==> src/rtl/rgb_seq_pkg.sv <==
// Shared types and word-packing helpers for the RGB byte-to-pixel write sequencer.
package rgb_seq_pkg;

  typedef enum logic [1:0] {
    ST_B = 2'd0,
    ST_G = 2'd1,
    ST_R = 2'd2
  } state_e;

  typedef struct packed {
    logic [7:0] b;
    logic [7:0] g;
    logic [7:0] r;
  } pixel_t;

  // Write side 1 carries blue plus the top five green bits.
  function automatic logic [15:0] pack_data1(input pixel_t p);
    return {1'b0, p.g[7:3], p.b, 2'b00};
  endfunction

  // Write side 2 carries red plus the low three green bits.
  function automatic logic [15:0] pack_data2(input pixel_t p);
    return {1'b0, p.g[2:0], 2'b00, p.r, 2'b00};
  endfunction

endpackage

==> src/rtl/rgb_write_sequencer_pix_skid_fifo.sv <==
// Two-entry pixel buffer that absorbs write-FIFO backpressure; head is valid when not empty.
module pix_skid_fifo
  import rgb_seq_pkg::*;
(
  input  logic   clk,
  input  logic   rst_n,
  input  logic   flush,
  input  logic   push,
  input  logic   pop,
  input  pixel_t push_data,
  output pixel_t head,
  output logic   full,
  output logic   empty
);

  pixel_t     mem [2];
  logic       wr_ptr;
  logic       rd_ptr;
  logic [1:0] count;
  logic       do_push;
  logic       do_pop;

  assign full  = (count == 2'd2);
  assign empty = (count == 2'd0);
  assign head  = mem[rd_ptr];

  // A pop frees the slot in the same cycle, so a push into a full buffer still lands.
  assign do_pop  = pop & ~empty;
  assign do_push = push & (~full | do_pop);

  always_ff @(posedge clk or negedge rst_n) begin
    if (!rst_n) begin
      mem[0] <= '0;
      mem[1] <= '0;
      wr_ptr <= 1'b0;
      rd_ptr <= 1'b0;
      count  <= 2'd0;
    end else if (flush) begin
      wr_ptr <= 1'b0;
      rd_ptr <= 1'b0;
      count  <= 2'd0;
    end else begin
      if (do_push) begin
        mem[wr_ptr] <= push_data;
        wr_ptr      <= ~wr_ptr;
      end
      if (do_pop) rd_ptr <= ~rd_ptr;
      count <= count + {1'b0, do_push} - {1'b0, do_pop};
    end
  end

endmodule

==> src/rtl/rgb_write_sequencer.sv <==
// Assembles B,G,R bytes into pixels and issues paired 16-bit SDRAM port writes with frame tracking.
// Write handshake: a word transfers on every cycle where oWR is high; oWR never rises while iWR_FULL is high.
module rgb_write_sequencer
  import rgb_seq_pkg::*;
#(
  parameter int PIXELS  = 307200,
  parameter int TIMEOUT = 50000
) (
  input  logic        iCLK,
  input  logic        iRST_N,
  input  logic        iByte_valid,
  input  logic [7:0]  iByte,
  input  logic        iResync,
  input  logic        iWR_FULL,
  output logic        oWR,
  output logic [15:0] oWR_DATA1,
  output logic [15:0] oWR_DATA2,
  output logic        oWR_LOAD,
  output logic        oFrame_done,
  output logic [15:0] oFrame_cnt,
  output logic [19:0] oPix_idx,
  output logic [7:0]  oDrop_cnt,
  output logic        oTimeout,
  output state_e      dbg_state
);

  localparam int              TW       = (TIMEOUT > 2) ? $clog2(TIMEOUT) : 1;
  localparam logic [TW-1:0]   TMO_LAST = TW'(TIMEOUT - 1);
  localparam logic [19:0]     PIX_LAST = 20'(PIXELS - 1);

  state_e        state_q, state_d;
  logic [7:0]    b_q, g_q;
  logic [TW-1:0] tmo_q, tmo_d;
  logic          tmo_evt;
  logic          push;
  logic          drop;
  logic          boot_q;
  logic          fifo_full, fifo_empty;
  pixel_t        head;
  pixel_t        new_pix;

  assign dbg_state = state_q;
  assign new_pix   = '{b: b_q, g: g_q, r: iByte};

  // Resync takes precedence over bytes and the timeout; a byte takes precedence over the timeout.
  always_comb begin
    state_d = state_q;
    tmo_d   = tmo_q;
    tmo_evt = 1'b0;
    push    = 1'b0;
    if (iResync) begin
      state_d = ST_B;
      tmo_d   = '0;
    end else if (iByte_valid) begin
      tmo_d = '0;
      case (state_q)
        ST_B:    state_d = ST_G;
        ST_G:    state_d = ST_R;
        ST_R: begin
          state_d = ST_B;
          push    = 1'b1;
        end
        default: state_d = ST_B;
      endcase
    end else if (state_q != ST_B) begin
      if (tmo_q == TMO_LAST) begin
        state_d = ST_B;
        tmo_d   = '0;
        tmo_evt = 1'b1;
      end else begin
        tmo_d = tmo_q + 1'b1;
      end
    end else begin
      tmo_d = '0;
    end
  end

  assign oWR       = ~fifo_empty & ~iWR_FULL & ~iResync & ~oWR_LOAD;
  assign drop      = push & fifo_full & ~oWR;
  assign oWR_DATA1 = pack_data1(head);
  assign oWR_DATA2 = pack_data2(head);

  pix_skid_fifo u_fifo (
    .clk       (iCLK),
    .rst_n     (iRST_N),
    .flush     (iResync),
    .push      (push),
    .pop       (oWR),
    .push_data (new_pix),
    .head      (head),
    .full      (fifo_full),
    .empty     (fifo_empty)
  );

  always_ff @(posedge iCLK or negedge iRST_N) begin
    if (!iRST_N) begin
      state_q     <= ST_B;
      b_q         <= '0;
      g_q         <= '0;
      tmo_q       <= '0;
      boot_q      <= 1'b1;
      oWR_LOAD    <= 1'b0;
      oFrame_done <= 1'b0;
      oTimeout    <= 1'b0;
      oFrame_cnt  <= '0;
      oPix_idx    <= '0;
      oDrop_cnt   <= '0;
    end else begin
      state_q     <= state_d;
      tmo_q       <= tmo_d;
      boot_q      <= 1'b0;
      oWR_LOAD    <= iResync | boot_q;
      oTimeout    <= tmo_evt;
      oFrame_done <= 1'b0;
      if (!iResync && iByte_valid && state_q == ST_B) b_q <= iByte;
      if (!iResync && iByte_valid && state_q == ST_G) g_q <= iByte;
      if (drop && oDrop_cnt != 8'hFF) oDrop_cnt <= oDrop_cnt + 8'd1;
      if (iResync) begin
        oPix_idx <= '0;
      end else if (oWR) begin
        if (oPix_idx == PIX_LAST) begin
          oPix_idx    <= '0;
          oFrame_done <= 1'b1;
          oFrame_cnt  <= oFrame_cnt + 16'd1;
        end else begin
          oPix_idx <= oPix_idx + 20'd1;
        end
      end
    end
  end

endmodule
==> config.mk <==
export PLATFORM = sky130hd
export DESIGN_NAME = rgb_write_sequencer
export DESIGN_NICKNAME = d
export VERILOG_FILES = /design/src/rtl/rgb_seq_pkg.sv /design/src/rtl/rgb_write_sequencer_pix_skid_fifo.sv /design/src/rtl/rgb_write_sequencer.sv
export SDC_FILE = /design/constraint.sdc
export NUM_CORES = 1
export LEC_CHECK = 0
export ABC_AREA = 1
export CORE_MARGIN = 3
export CORE_UTILIZATION = 50
export DETAILED_ROUTE_END_ITERATION = 7
export PLACE_DENSITY = 0.72
export REMOVE_ABC_BUFFERS = 1
export SYNTH_ARGS = -nofsm -noshare
export SYNTH_HDL_FRONTEND = slang
export SYNTH_SLANG_ARGS = --single-unit
==> constraint.sdc <==
create_clock -name iCLK -period 4.4 [get_ports iCLK]
set_input_delay 0.66 -clock iCLK [delete_from_list [all_inputs] [get_ports iCLK]]
set_output_delay 0.66 -clock iCLK [all_outputs]
set_load 0.005 [all_outputs]
After elaboration in Yosys (flattened, before gate mapping). Index checks and enable logic that the tools add are counted.

Input port bits: 13. Output and inout port bits: 82. Bits in read-only memories: 0. Bits in latches: 0. Memory bits (writable): 0. Flip-flop bits (word level): 134. Logic and storage cells: 104. Memories kept: 0.

Bitwise logic cells: 19. Div/mod/pow operators: 0. Multiplexer cells: 33. Reduce and logical (&&, ||, !) cells: 17. $add $sub $neg: 6. Multipliers: 0. $lt $le $gt $ge: 3. Shift operators: 0. Eq/ne operators: 6.

Operators with widths (number): $mux W24 (4); $mux W16 (4); $mux W20 (3); $bwmux W48 (1); $add A16 B1 Y16 const B (2); $demux W24 S1 (1); $add A20 B1 Y20 const B (1); $eq A20 B19 Y1 const B (1); $eq A16 B16 Y1 const B (1); $mux W1 (14); $mux W2 (5); $add A8 B1 Y8 const B (1); $ne A8 B8 Y1 const B (1); $not A1 Y1 (8); $reduce_bool A2 Y1 (4); $and A1 B1 Y1 (7); $reduce_bool A3 Y1 (2); $logic_and A1 B1 Y1 (5); $eq A2 B2 Y1 const B (2); $ge A2 B2 Y1 const B (2); $logic_not A2 Y1 (2); $not A1 Y2 (2); $pmux W2 S2 (1); $reduce_and A2 Y1 (2); other kinds (7) (8).

Logic depth before layout (Yosys ltp). Gate-level depths: netlist of run 1.

Word-level depth: 11. Mapped depth: 10. Gate-level depth less buffers: 10.

Hierarchy. Synthesis of run 1 repeated with hierarchy kept, for this count alone.

Cells, all modules: 907. Area, all modules: 6969.2 um2.

Modules (own cells, without submodules): rgb_write_sequencer (area each 4396.7 um2, cells an instance 582, sequential area each 2053.2 um2, instances 1); pix_skid_fifo (area each 2572.5 um2, cells an instance 325, sequential area each 1301.2 um2, instances 1).

Worst setup path before layout of run 1. Ideal clock, no wire load.

Path type: reg-to-output. Start: register u_fifo.rd_ptr. End: output port oWR_DATA1[10]. Required time: 3.740 ns. Cell stages (with the launch flop): 4. Arrival: 1.168 ns. Path buffers: 2. Slack: 2.572 ns. Cell sequence: dfrtp_1 > clkbuf_1 > buf_2 > mux2_2.

Word-level cells in the longest chain between the ends: 4.

Ends and longest elaborated chain: start: declaration (RTL line rgb_write_sequencer_pix_skid_fifo.sv:18) `logic rd_ptr;`; start signal: assignment (RTL line rgb_write_sequencer_pix_skid_fifo.sv:47) `if (do_pop) rd_ptr <= ~rd_ptr;`; $not A1 Y2 (not written as such) (RTL line rgb_write_sequencer_pix_skid_fifo.sv:25) `assign head = mem[rd_ptr];`; $mux W24 (not written as such) (3 in series) (RTL line rgb_write_sequencer_pix_skid_fifo.sv:25); end: declaration (RTL line rgb_write_sequencer.sv:16) `output logic [15:0] oWR_DATA1,`.

No other way between the ends. The select of a mux whose other input is x is not followed.

Final worst setup path of run 1.
Start: register u_fifo.rd_ptr. End: output port oWR_DATA1[9].

Same word-level chain as after synthesis.

==> metrics.txt, run 1 <==
# TYPE chip_impl_metric gauge
chip_impl_info{name="outcome",value="finished clean"} 1
chip_impl_metric{name="clock_sink_count",unit=""} 134
chip_impl_metric{name="final_cell_count_no_fill",unit=""} 1110
chip_impl_info{name="cts.root.buffer_cell",value="sky130_fd_sc_hd__clkbuf_16"} 1
chip_impl_metric{name="rr_worst_depth",unit=""} 4
chip_impl_metric{name="core",unit="mm2"} 0.01298
chip_impl_metric{name="grt_start_max_net_pins",unit=""} 73
chip_impl_metric{name="detail_route.iter0.violations",unit=""} 481
chip_impl_info{name="tritoncts",value="built"} 1
chip_impl_metric{name="crit_arrival",unit="ns"} 2.44
chip_impl_metric{name="clock_insertion_delay_worst_skew",unit="ns"} 0.41
chip_impl_info{name="synth.top_cells.by_area",value="sky130_fd_sc_hd__dfrtp_1 (49%), sky130_fd_sc_hd__nand2_1 (16%), sky130_fd_sc_hd__nand3_1 (5.4%), sky130_fd_sc_hd__nor2_1 (4.4%), sky130_fd_sc_hd__mux2_2 (4.0%)"} 1
chip_impl_metric{name="post_cts.repair.setup_buffers",unit=""} 0
chip_impl_info{name="synth_top_area_cell",value="sky130_fd_sc_hd__dfrtp_1"} 1
chip_impl_metric{name="drt-pass1-iter-count",unit=""} 5
chip_impl_metric{name="post_synth.cell_area_avg",unit="um2"} 8.059
chip_impl_metric{name="max-slew-margin-rel",unit="%"} 23.37
chip_impl_metric{name="numCtsBuffers",unit=""} 17
chip_impl_metric{name="num_rows",unit=""} 41
chip_impl_metric{name="design.die.area",unit="mm2"} 0.01504
chip_impl_info{name="mostFrequentLayoutCell",value="sky130_fd_sc_hd__nand2_1"} 1
chip_impl_metric{name="ys_async_sr_fraction",unit="%"} 100.0
chip_impl_metric{name="share_comb_of_total_power",unit="%"} 9.9
chip_impl_metric{name="clk_transition_reported_paths",unit="ns"} 0.06
chip_impl_metric{name="worst-slew-pin-transition",unit="ns"} 1.149
chip_impl_metric{name="setup_tns",unit="ns"} 0
chip_impl_metric{name="holdBufCountCts",unit=""} 0
chip_impl_metric{name="max_freq",unit="MHz"} 322.9
chip_impl_metric{name="fin_skew",unit="ns"} 0.009073
chip_impl_metric{name="synthToLayoutAreaGrowth",unit="%"} 22.99
chip_impl_info{name="end_kind",value="output port"} 1
chip_impl_info{name="timing.hold.worst.class",value="in -> async"} 1
chip_impl_metric{name="wl_per_cell",unit="um"} 13.07
chip_impl_metric{name="post_synth_inst_count",unit=""} 844
chip_impl_metric{name="grt_pass1_wl",unit="um"} 24750
chip_impl_metric{name="non_filler_cell_area_final",unit="mm2"} 0.008366
chip_impl_metric{name="die_width",unit="um"} 122.6
chip_impl_metric{name="global_route.overflow_total",unit=""} 0
chip_impl_metric{name="port_buffers",unit=""} 86
chip_impl_info{name="timing.rr.start",value="u_fifo.wr_ptr$_DFFE_PN0P_"} 1
chip_impl_metric{name="synth_sequential_area_ratio",unit="%"} 49.32
chip_impl_info{name="r2r_end",value="u_fifo.mem[30]$_DFFE_PN0P_"} 1
chip_impl_metric{name="drcViolationCount",unit=""} 0
chip_impl_metric{name="number_of_antenna_violations_at_the_first_check_in_global_routing",unit=""} 0
chip_impl_metric{name="dp_cells",unit=""} 1078
chip_impl_metric{name="via_per_instance_ratio",unit=""} 4.983
chip_impl_metric{name="finalWorstPathRequiredPeriod",unit="ns"} 3.097
chip_impl_metric{name="hpwl_after_dpl",unit="um"} 9818
chip_impl_metric{name="detail_route.wirelength",unit="um"} 14510
chip_impl_metric{name="irDropWorstVdd",unit="mV"} 0.2822
chip_impl_info{name="final_cell_mix",value="sky130_fd_sc_hd__nand2_1 (292), sky130_fd_sc_hd__dfrtp_1 (133), sky130_fd_sc_hd__clkdlybuf4s50_1 (85)"} 1
chip_impl_metric{name="timing_hold_violations_final",unit=""} 0
chip_impl_metric{name="p_clk_share",unit="%"} 47.5
chip_impl_metric{name="initial_core_util",unit="%"} 52.41
chip_impl_metric{name="netlist.area_leader.share",unit="%"} 48.93
chip_impl_metric{name="synth-warning-count",unit=""} 0
chip_impl_metric{name="ant_nets",unit=""} 0
chip_impl_metric{name="synthesis_stage_register_bit_count",unit=""} 134
chip_impl_info{name="setup.worst_path.class",value="reg -> out"} 1
chip_impl_metric{name="ctsLongestPathBuffers",unit=""} 2
chip_impl_metric{name="dpl-instance-area",unit="mm2"} 0.007714
chip_impl_metric{name="ctsHtreeMaxLevel",unit=""} 4
chip_impl_metric{name="layout_cell_share_with_drive_strength_beyond_1",unit="%"} 9.062
chip_impl_metric{name="intPower",unit="W"} 0.002562
chip_impl_metric{name="timing.final.setup_violations",unit=""} 0
chip_impl_metric{name="p_sw_share",unit="%"} 21.52
chip_impl_metric{name="cap_violations",unit=""} 0
chip_impl_info{name="grt_setup_unrepaired",value="false"} 1
chip_impl_metric{name="grt_util_all_layers",unit="%"} 20.73
chip_impl_metric{name="final_period_utilization",unit="%"} 70.38
chip_impl_info{name="timing.critical_path.from_type",value="flop"} 1
chip_impl_metric{name="maxSlewViolCount",unit=""} 0
chip_impl_metric{name="power_density",unit="mW/mm2"} 390.3
chip_impl_metric{name="peak_fanout_along_the_critical_path",unit=""} 26
chip_impl_metric{name="diodes",unit=""} 0
chip_impl_metric{name="grt_pass1_vias",unit=""} 5268
chip_impl_metric{name="fp.dieH",unit="um"} 122.6
chip_impl_metric{name="synth_cell_type_count",unit=""} 32
chip_impl_metric{name="io_pins",unit=""} 95
chip_impl_metric{name="layout.nets",unit=""} 944
chip_impl_info{name="yosys_most_used_dff",value="sky130_fd_sc_hd__dfrtp_1"} 1
chip_impl_metric{name="routed-via-count",unit=""} 5531
chip_impl_metric{name="synth_enable_flop_cells",unit=""} 0
chip_impl_metric{name="cts_repair_resize_count",unit=""} 0
chip_impl_metric{name="static_leakage",unit="nW"} 3.849
chip_impl_metric{name="gp_routability_congestion",unit=""} 0.8699
chip_impl_metric{name="worst-r2r-setup-slack",unit="ns"} 1.97
chip_impl_metric{name="sequentialPowerShare",unit="%"} 42.7
chip_impl_metric{name="syn-cell-area",unit="mm2"} 0.006802
chip_impl_metric{name="crit_required",unit="ns"} 3.74
chip_impl_metric{name="netSwitchingPower",unit="W"} 0.0007026
## layer usage
metal / vias to the layer above / global-route usage [%] / routed length (um)
met5: - / 0 / 0
met4: 0 / 5.388 / 102
met3: 9 / 5.438 / 694
met2: 123 / 34.15 / 7134
met1: 2578 / 27.37 / 6577
li1: 2821 / - / -
## flip-flops by register name (all words and copies together) (netlist names)
signal,cells
b_q,8
u_fifo.rd_ptr,1
oFrame_cnt,16
oWR_LOAD,1
oPix_idx,20
oTimeout,1
u_fifo.wr_ptr,1
u_fifo.count,2
oFrame_done,1
u_fifo.mem,48
tmo_q,16
g_q,8
boot_q,1
oDrop_cnt,8
dbg_state,2
## cell families (layout without fill, tap and decap cells)
group                      Yosys count  after routing  share of synthesized area, %
AOI/OAI and AO/OA                   60             60                         4.452
xor gates and xnor gates            31             31                         3.992
adders and majority gates            6              6                         1.104
buffers and inverters              102            188                         6.880
DFF                                134            134                         49.32
muxes                               24             24                         3.974
other                                1              9                       0.05513
and+or+nand+nor                    486            486                         30.22
## power groups by stage
stage,Combinational (W),Clock (W),Sequential (W)
floorplan,0.000149,0,0.00139
global placement,0.000318,0,0.00141
detailed placement,0.000326,0,0.00141
CTS,0.000330,0.00158,0.00139
global route,0.000364,0.00163,0.00141
finish,0.000322,0.00155,0.00139
## per-stage QoR
stage | setup slack (ns) | utilization [%] | hold WS [ns] | total power, W
finish | 1.303 | 64.46 | 0.2565 | 0.003265
global route | 1.189 | 64.46 | 0.2843 | 0.003405
CTS | 1.315 | 64.46 | 0.2764 | 0.003297
detailed placement | 1.289 | 59.43 | 0.4554 | 0.001736
global placement | 1.399 | 59.43 | 0.4505 | 0.001727
floorplan | 2.371 | - | 0.3644 | 0.001543
## final cells by class
type,count,area (um2)
well taps,172,215.2
repair buffers,88,877.1
flip-flops and latches,134,3354
clock inverters,7,166.4
inverters,68,257.7
fillers,1109,4613
multi-input cells,616,3009
clock buffers,25,485.5
## worst max-delay path, stage by stage, from the launching register on
cell and delay [ns]:
sky130_fd_sc_hd__dfrtp_1 1.09, sky130_fd_sc_hd__mux2_2 0.45, sky130_fd_sc_hd__clkdlybuf4s50_1 0.45
## synthesized netlist by cell type (2+ instances only)
cell / n
sky130_fd_sc_hd__inv_2: 9
sky130_fd_sc_hd__mux2_2: 24
sky130_fd_sc_hd__nand4_1: 11
sky130_fd_sc_hd__o21ai_1: 32
sky130_fd_sc_hd__buf_2: 15
sky130_fd_sc_hd__o21ai_0: 24
sky130_fd_sc_hd__nor2_1: 79
sky130_fd_sc_hd__clkinv_1: 2
sky130_fd_sc_hd__nand2_2: 6
sky130_fd_sc_hd__buf_4: 11
sky130_fd_sc_hd__nand3_1: 73
sky130_fd_sc_hd__nor2_2: 4
sky130_fd_sc_hd__inv_1: 56
sky130_fd_sc_hd__nand2_1: 292
sky130_fd_sc_hd__buf_6: 3
sky130_fd_sc_hd__dfrtp_1: 133
sky130_fd_sc_hd__clkbuf_1: 5
sky130_fd_sc_hd__xor2_1: 14
sky130_fd_sc_hd__ha_1: 6
sky130_fd_sc_hd__nor3b_1: 2
sky130_fd_sc_hd__nand3_2: 2
sky130_fd_sc_hd__a21oi_1: 3
sky130_fd_sc_hd__nor2_4: 5
sky130_fd_sc_hd__nor3_1: 9
sky130_fd_sc_hd__xnor2_1: 17
## how the worst max path moves through the flow
stage | start | end | depth (start not counted)
after floorplan | iByte_valid | u_fifo.mem[24]$_DFFE_PN0P_ | 9
after global placement | iResync | u_fifo.mem[2]$_DFFE_PN0P_ | 9
after detailed placement | iResync | u_fifo.mem[3]$_DFFE_PN0P_ | 9
after CTS | u_fifo.rd_ptr$_DFFE_PN0P_ | oWR_DATA1[7] | 2
after global routing | u_fifo.rd_ptr$_DFFE_PN0P_ | oWR_DATA1[9] | 2
final | u_fifo.rd_ptr$_DFFE_PN0P_ | oWR_DATA1[9] | 2
Power figures use the tool's default switching activity.
==> inputs of run 2 (changes only) <==
- clock period: 4.4 -> 3.1 ns (I/O delays scaled with it)
==> run 2 against run 1 <==
Net effect: global-route usage rose by 0.62 points; core utilization barely moved; combinational power rose by 44%; cell area barely moved; die area did not move; flip-flop and latch count did not move; via count rose by 1.1%; sequential power rose by 42%; setup slack got worse by 0.63 ns.
==> metrics.txt, run 2 (synthesis gave the netlist of run 1 again) <==
# TYPE chip_impl_metric gauge
chip_impl_metric{name="num_rows",unit=""} 41
chip_impl_metric{name="rr_worst_depth",unit=""} 6
chip_impl_metric{name="hpwl_after_dpl",unit="um"} 9954
chip_impl_info{name="largest-register",value="u_fifo.mem"} 1
chip_impl_metric{name="layout_cell_share_with_drive_strength_beyond_1",unit="%"} 9.979
chip_impl_info{name="r2r_end",value="u_fifo.mem[30]$_DFFE_PN0P_"} 1
chip_impl_metric{name="layout.nets",unit=""} 948
chip_impl_metric{name="core",unit="mm2"} 0.01298
chip_impl_metric{name="p_sw_share",unit="%"} 24.44
chip_impl_metric{name="grt_pass1_vias",unit=""} 5420
chip_impl_metric{name="synthToLayoutAreaGrowth",unit="%"} 23.09
chip_impl_metric{name="port_buffers",unit=""} 86
chip_impl_info{name="timing.rr.start",value="u_fifo.wr_ptr$_DFFE_PN0P_"} 1
chip_impl_metric{name="peak_fanout_along_the_critical_path",unit=""} 26
chip_impl_info{name="timing.critical_path.from_type",value="flop"} 1
chip_impl_metric{name="setup_ws",unit="ns"} 0.6779
chip_impl_metric{name="diodes",unit=""} 0
chip_impl_metric{name="routed-via-count",unit=""} 5590
chip_impl_metric{name="total_chip_power",unit="W"} 0.004539
chip_impl_metric{name="fp.dieH",unit="um"} 122.6
chip_impl_metric{name="finalWorstPathRequiredPeriod",unit="ns"} 2.422
chip_impl_metric{name="drcViolationCount",unit=""} 0
chip_impl_metric{name="crit_arrival",unit="ns"} 1.96
chip_impl_metric{name="design.die.area",unit="mm2"} 0.01504
chip_impl_info{name="end_kind",value="output port"} 1
chip_impl_info{name="tritoncts",value="built"} 1
chip_impl_metric{name="holdBufCountCts",unit=""} 0
chip_impl_metric{name="intPower",unit="W"} 0.003430
chip_impl_metric{name="io_pins",unit=""} 95
chip_impl_metric{name="global_route.overflow_total",unit=""} 0
chip_impl_metric{name="max_freq",unit="MHz"} 412.9
chip_impl_metric{name="crit_required",unit="ns"} 2.63
chip_impl_metric{name="clock_sink_count",unit=""} 134
chip_impl_metric{name="wl_per_cell",unit="um"} 13.21
chip_impl_metric{name="ctsLongestPathBuffers",unit=""} 2
chip_impl_metric{name="drt-pass1-iter-count",unit=""} 5
chip_impl_metric{name="share_comb_of_total_power",unit="%"} 10.2
chip_impl_metric{name="initial_core_util",unit="%"} 52.41
chip_impl_metric{name="numCtsBuffers",unit=""} 17
chip_impl_metric{name="grt_pass1_wl",unit="um"} 25460
chip_impl_info{name="layout_top_registers",value="u_fifo.mem: 48 flops, oPix_idx: 20 flops"} 1
chip_impl_metric{name="cts_repair_resize_count",unit=""} 0
chip_impl_info{name="cts.root.buffer_cell",value="sky130_fd_sc_hd__clkbuf_16"} 1
chip_impl_metric{name="gp_routability_congestion",unit=""} 0.8313
chip_impl_info{name="outcome",value="finished clean"} 1
chip_impl_info{name="setup.worst_path.class",value="reg -> out"} 1
chip_impl_metric{name="maxSlewViolCount",unit=""} 0
chip_impl_metric{name="static_leakage",unit="nW"} 3.856
chip_impl_metric{name="timing_hold_violations_final",unit=""} 0
chip_impl_metric{name="fill_cells",unit=""} 1098
chip_impl_metric{name="timing.final.setup_violations",unit=""} 0
chip_impl_metric{name="clock_insertion_delay_worst_skew",unit="ns"} 0.43
chip_impl_metric{name="ant_nets",unit=""} 0
chip_impl_metric{name="worst-slew-pin-transition",unit="ns"} 0.8567
chip_impl_metric{name="number_of_antenna_violations_at_the_first_check_in_global_routing",unit=""} 0
chip_impl_metric{name="worst-r2r-setup-slack",unit="ns"} 1.01
chip_impl_info{name="mostFrequentLayoutCell",value="sky130_fd_sc_hd__nand2_1"} 1
chip_impl_metric{name="largest_register_ffs",unit=""} 48
chip_impl_metric{name="whs",unit="ns"} 0.03168
chip_impl_metric{name="power_density",unit="mW/mm2"} 542.2
chip_impl_metric{name="netSwitchingPower",unit="W"} 0.001110
chip_impl_metric{name="sequentialPowerShare",unit="%"} 43.4
chip_impl_metric{name="die_width",unit="um"} 122.6
chip_impl_metric{name="detail_route.wirelength",unit="um"} 14720
chip_impl_metric{name="grt_start_max_net_pins",unit=""} 66
chip_impl_metric{name="clk_transition_reported_paths",unit="ns"} 0.06
chip_impl_metric{name="max-slew-margin-rel",unit="%"} 42.51
chip_impl_metric{name="final_period_utilization",unit="%"} 78.13
chip_impl_metric{name="cap_violations",unit=""} 0
chip_impl_info{name="grt_setup_unrepaired",value="false"} 1
chip_impl_metric{name="irDropWorstVdd",unit="mV"} 0.4561
chip_impl_metric{name="detail_route.iter0.violations",unit=""} 478
chip_impl_metric{name="ctsHtreeMaxLevel",unit=""} 4
chip_impl_metric{name="grt_util_all_layers",unit="%"} 21.35
chip_impl_metric{name="via_per_instance_ratio",unit=""} 5.018
chip_impl_metric{name="fin_skew",unit="ns"} 0.007587
chip_impl_metric{name="worst_setup_slack_post_dpl",unit="ns"} 0.4760
chip_impl_metric{name="p_clk_share",unit="%"} 46.4
chip_impl_info{name="final_cell_mix",value="sky130_fd_sc_hd__nand2_1 (292), sky130_fd_sc_hd__dfrtp_1 (133), sky130_fd_sc_hd__clkdlybuf4s50_1 (85)"} 1
chip_impl_metric{name="setup_tns",unit="ns"} 0
chip_impl_metric{name="post_cts.repair.setup_buffers",unit=""} 0
chip_impl_info{name="timing.hold.worst.class",value="in -> async"} 1
-- run 2: cell types whose count changed in the layout (fill, tap and decap cells not counted) --
cell,delta
sky130_fd_sc_hd__inv_6,+7
sky130_fd_sc_hd__bufinv_16,-2
sky130_fd_sc_hd__buf_4,+3
sky130_fd_sc_hd__clkinvlp_4,+2
sky130_fd_sc_hd__inv_8,+1
sky130_fd_sc_hd__buf_12,+1
sky130_fd_sc_hd__clkbuf_1,-5
sky130_fd_sc_hd__clkbuf_8,-3
sky130_fd_sc_hd__clkinv_4,-1
sky130_fd_sc_hd__clkinv_2,+1
-- run 2: cell type report --
type	instances	area (um2)	area share, %
repair buffers	92	919.6	10.98
well taps	172	215.2	2.571
clock inverters	15	190.2	2.272
clock buffers	17	425.4	5.081
inverters	68	257.7	3.079
multi-input cells	616	3009	35.94
flip-flops and latches	134	3354	40.07
-- run 2: critical path, cell delays in order (launching register included) --
cell	delay (ns)
sky130_fd_sc_hd__dfrtp_1	0.32
sky130_fd_sc_hd__buf_4	0.34
sky130_fd_sc_hd__mux2_2	0.42
sky130_fd_sc_hd__clkdlybuf4s50_1	0.45
-- run 2: how the worst max path moves through the flow --
| stage | start | end | depth (start not counted) |
|---|---|---|---|
| 2_1_floorplan | iByte_valid | u_fifo.mem[24]$_DFFE_PN0P_ | 9 |
| 3_3_place_gp | iResync | u_fifo.mem[2]$_DFFE_PN0P_ | 9 |
| 3_5_place_dp | iResync | u_fifo.mem[6]$_DFFE_PN0P_ | 9 |
| 4_1_cts | u_fifo.rd_ptr$_DFFE_PN0P_ | oWR_DATA1[12] | 3 |
| 5_1_grt | u_fifo.rd_ptr$_DFFE_PN0P_ | oWR_DATA1[6] | 3 |
| 6_report | u_fifo.rd_ptr$_DFFE_PN0P_ | oWR_DATA1[6] | 3 |
-- run 2: power groups by stage --
stage | Clock (W) | Combinational, W | Sequential, W
floorplan | 0 | 0.000211 | 0.00198
global placement | 0 | 0.000462 | 0.00199
detailed placement | 0 | 0.000468 | 0.00200
CTS | 0.00214 | 0.000474 | 0.00197
global route | 0.00221 | 0.000527 | 0.00199
finish | 0.00211 | 0.000463 | 0.00197
-- run 2: per-stage QoR --
stage               area [um2]  utilization (%)  cells
global placement          7756            59.76   1082
floorplan                 6621                -    818
finish                    8372            64.50   1114
global route              8372            64.50   1114
detailed placement        7756            59.76   1082
CTS                       8372            64.50   1114
-- run 2: metal layers --
| layer | share of wire, % | vias to the layer above | track usage (%) |
|---|---|---|---|
| li1 | - | 2840 | - |
| met4 | 1.8 | 0 | 7.978 |
| met1 | 46 | 2608 | 28.42 |
| met2 | 48 | 116 | 33.91 |
| met3 | 4.6 | 26 | 5.300 |
| met5 | 0 | - | 0 |
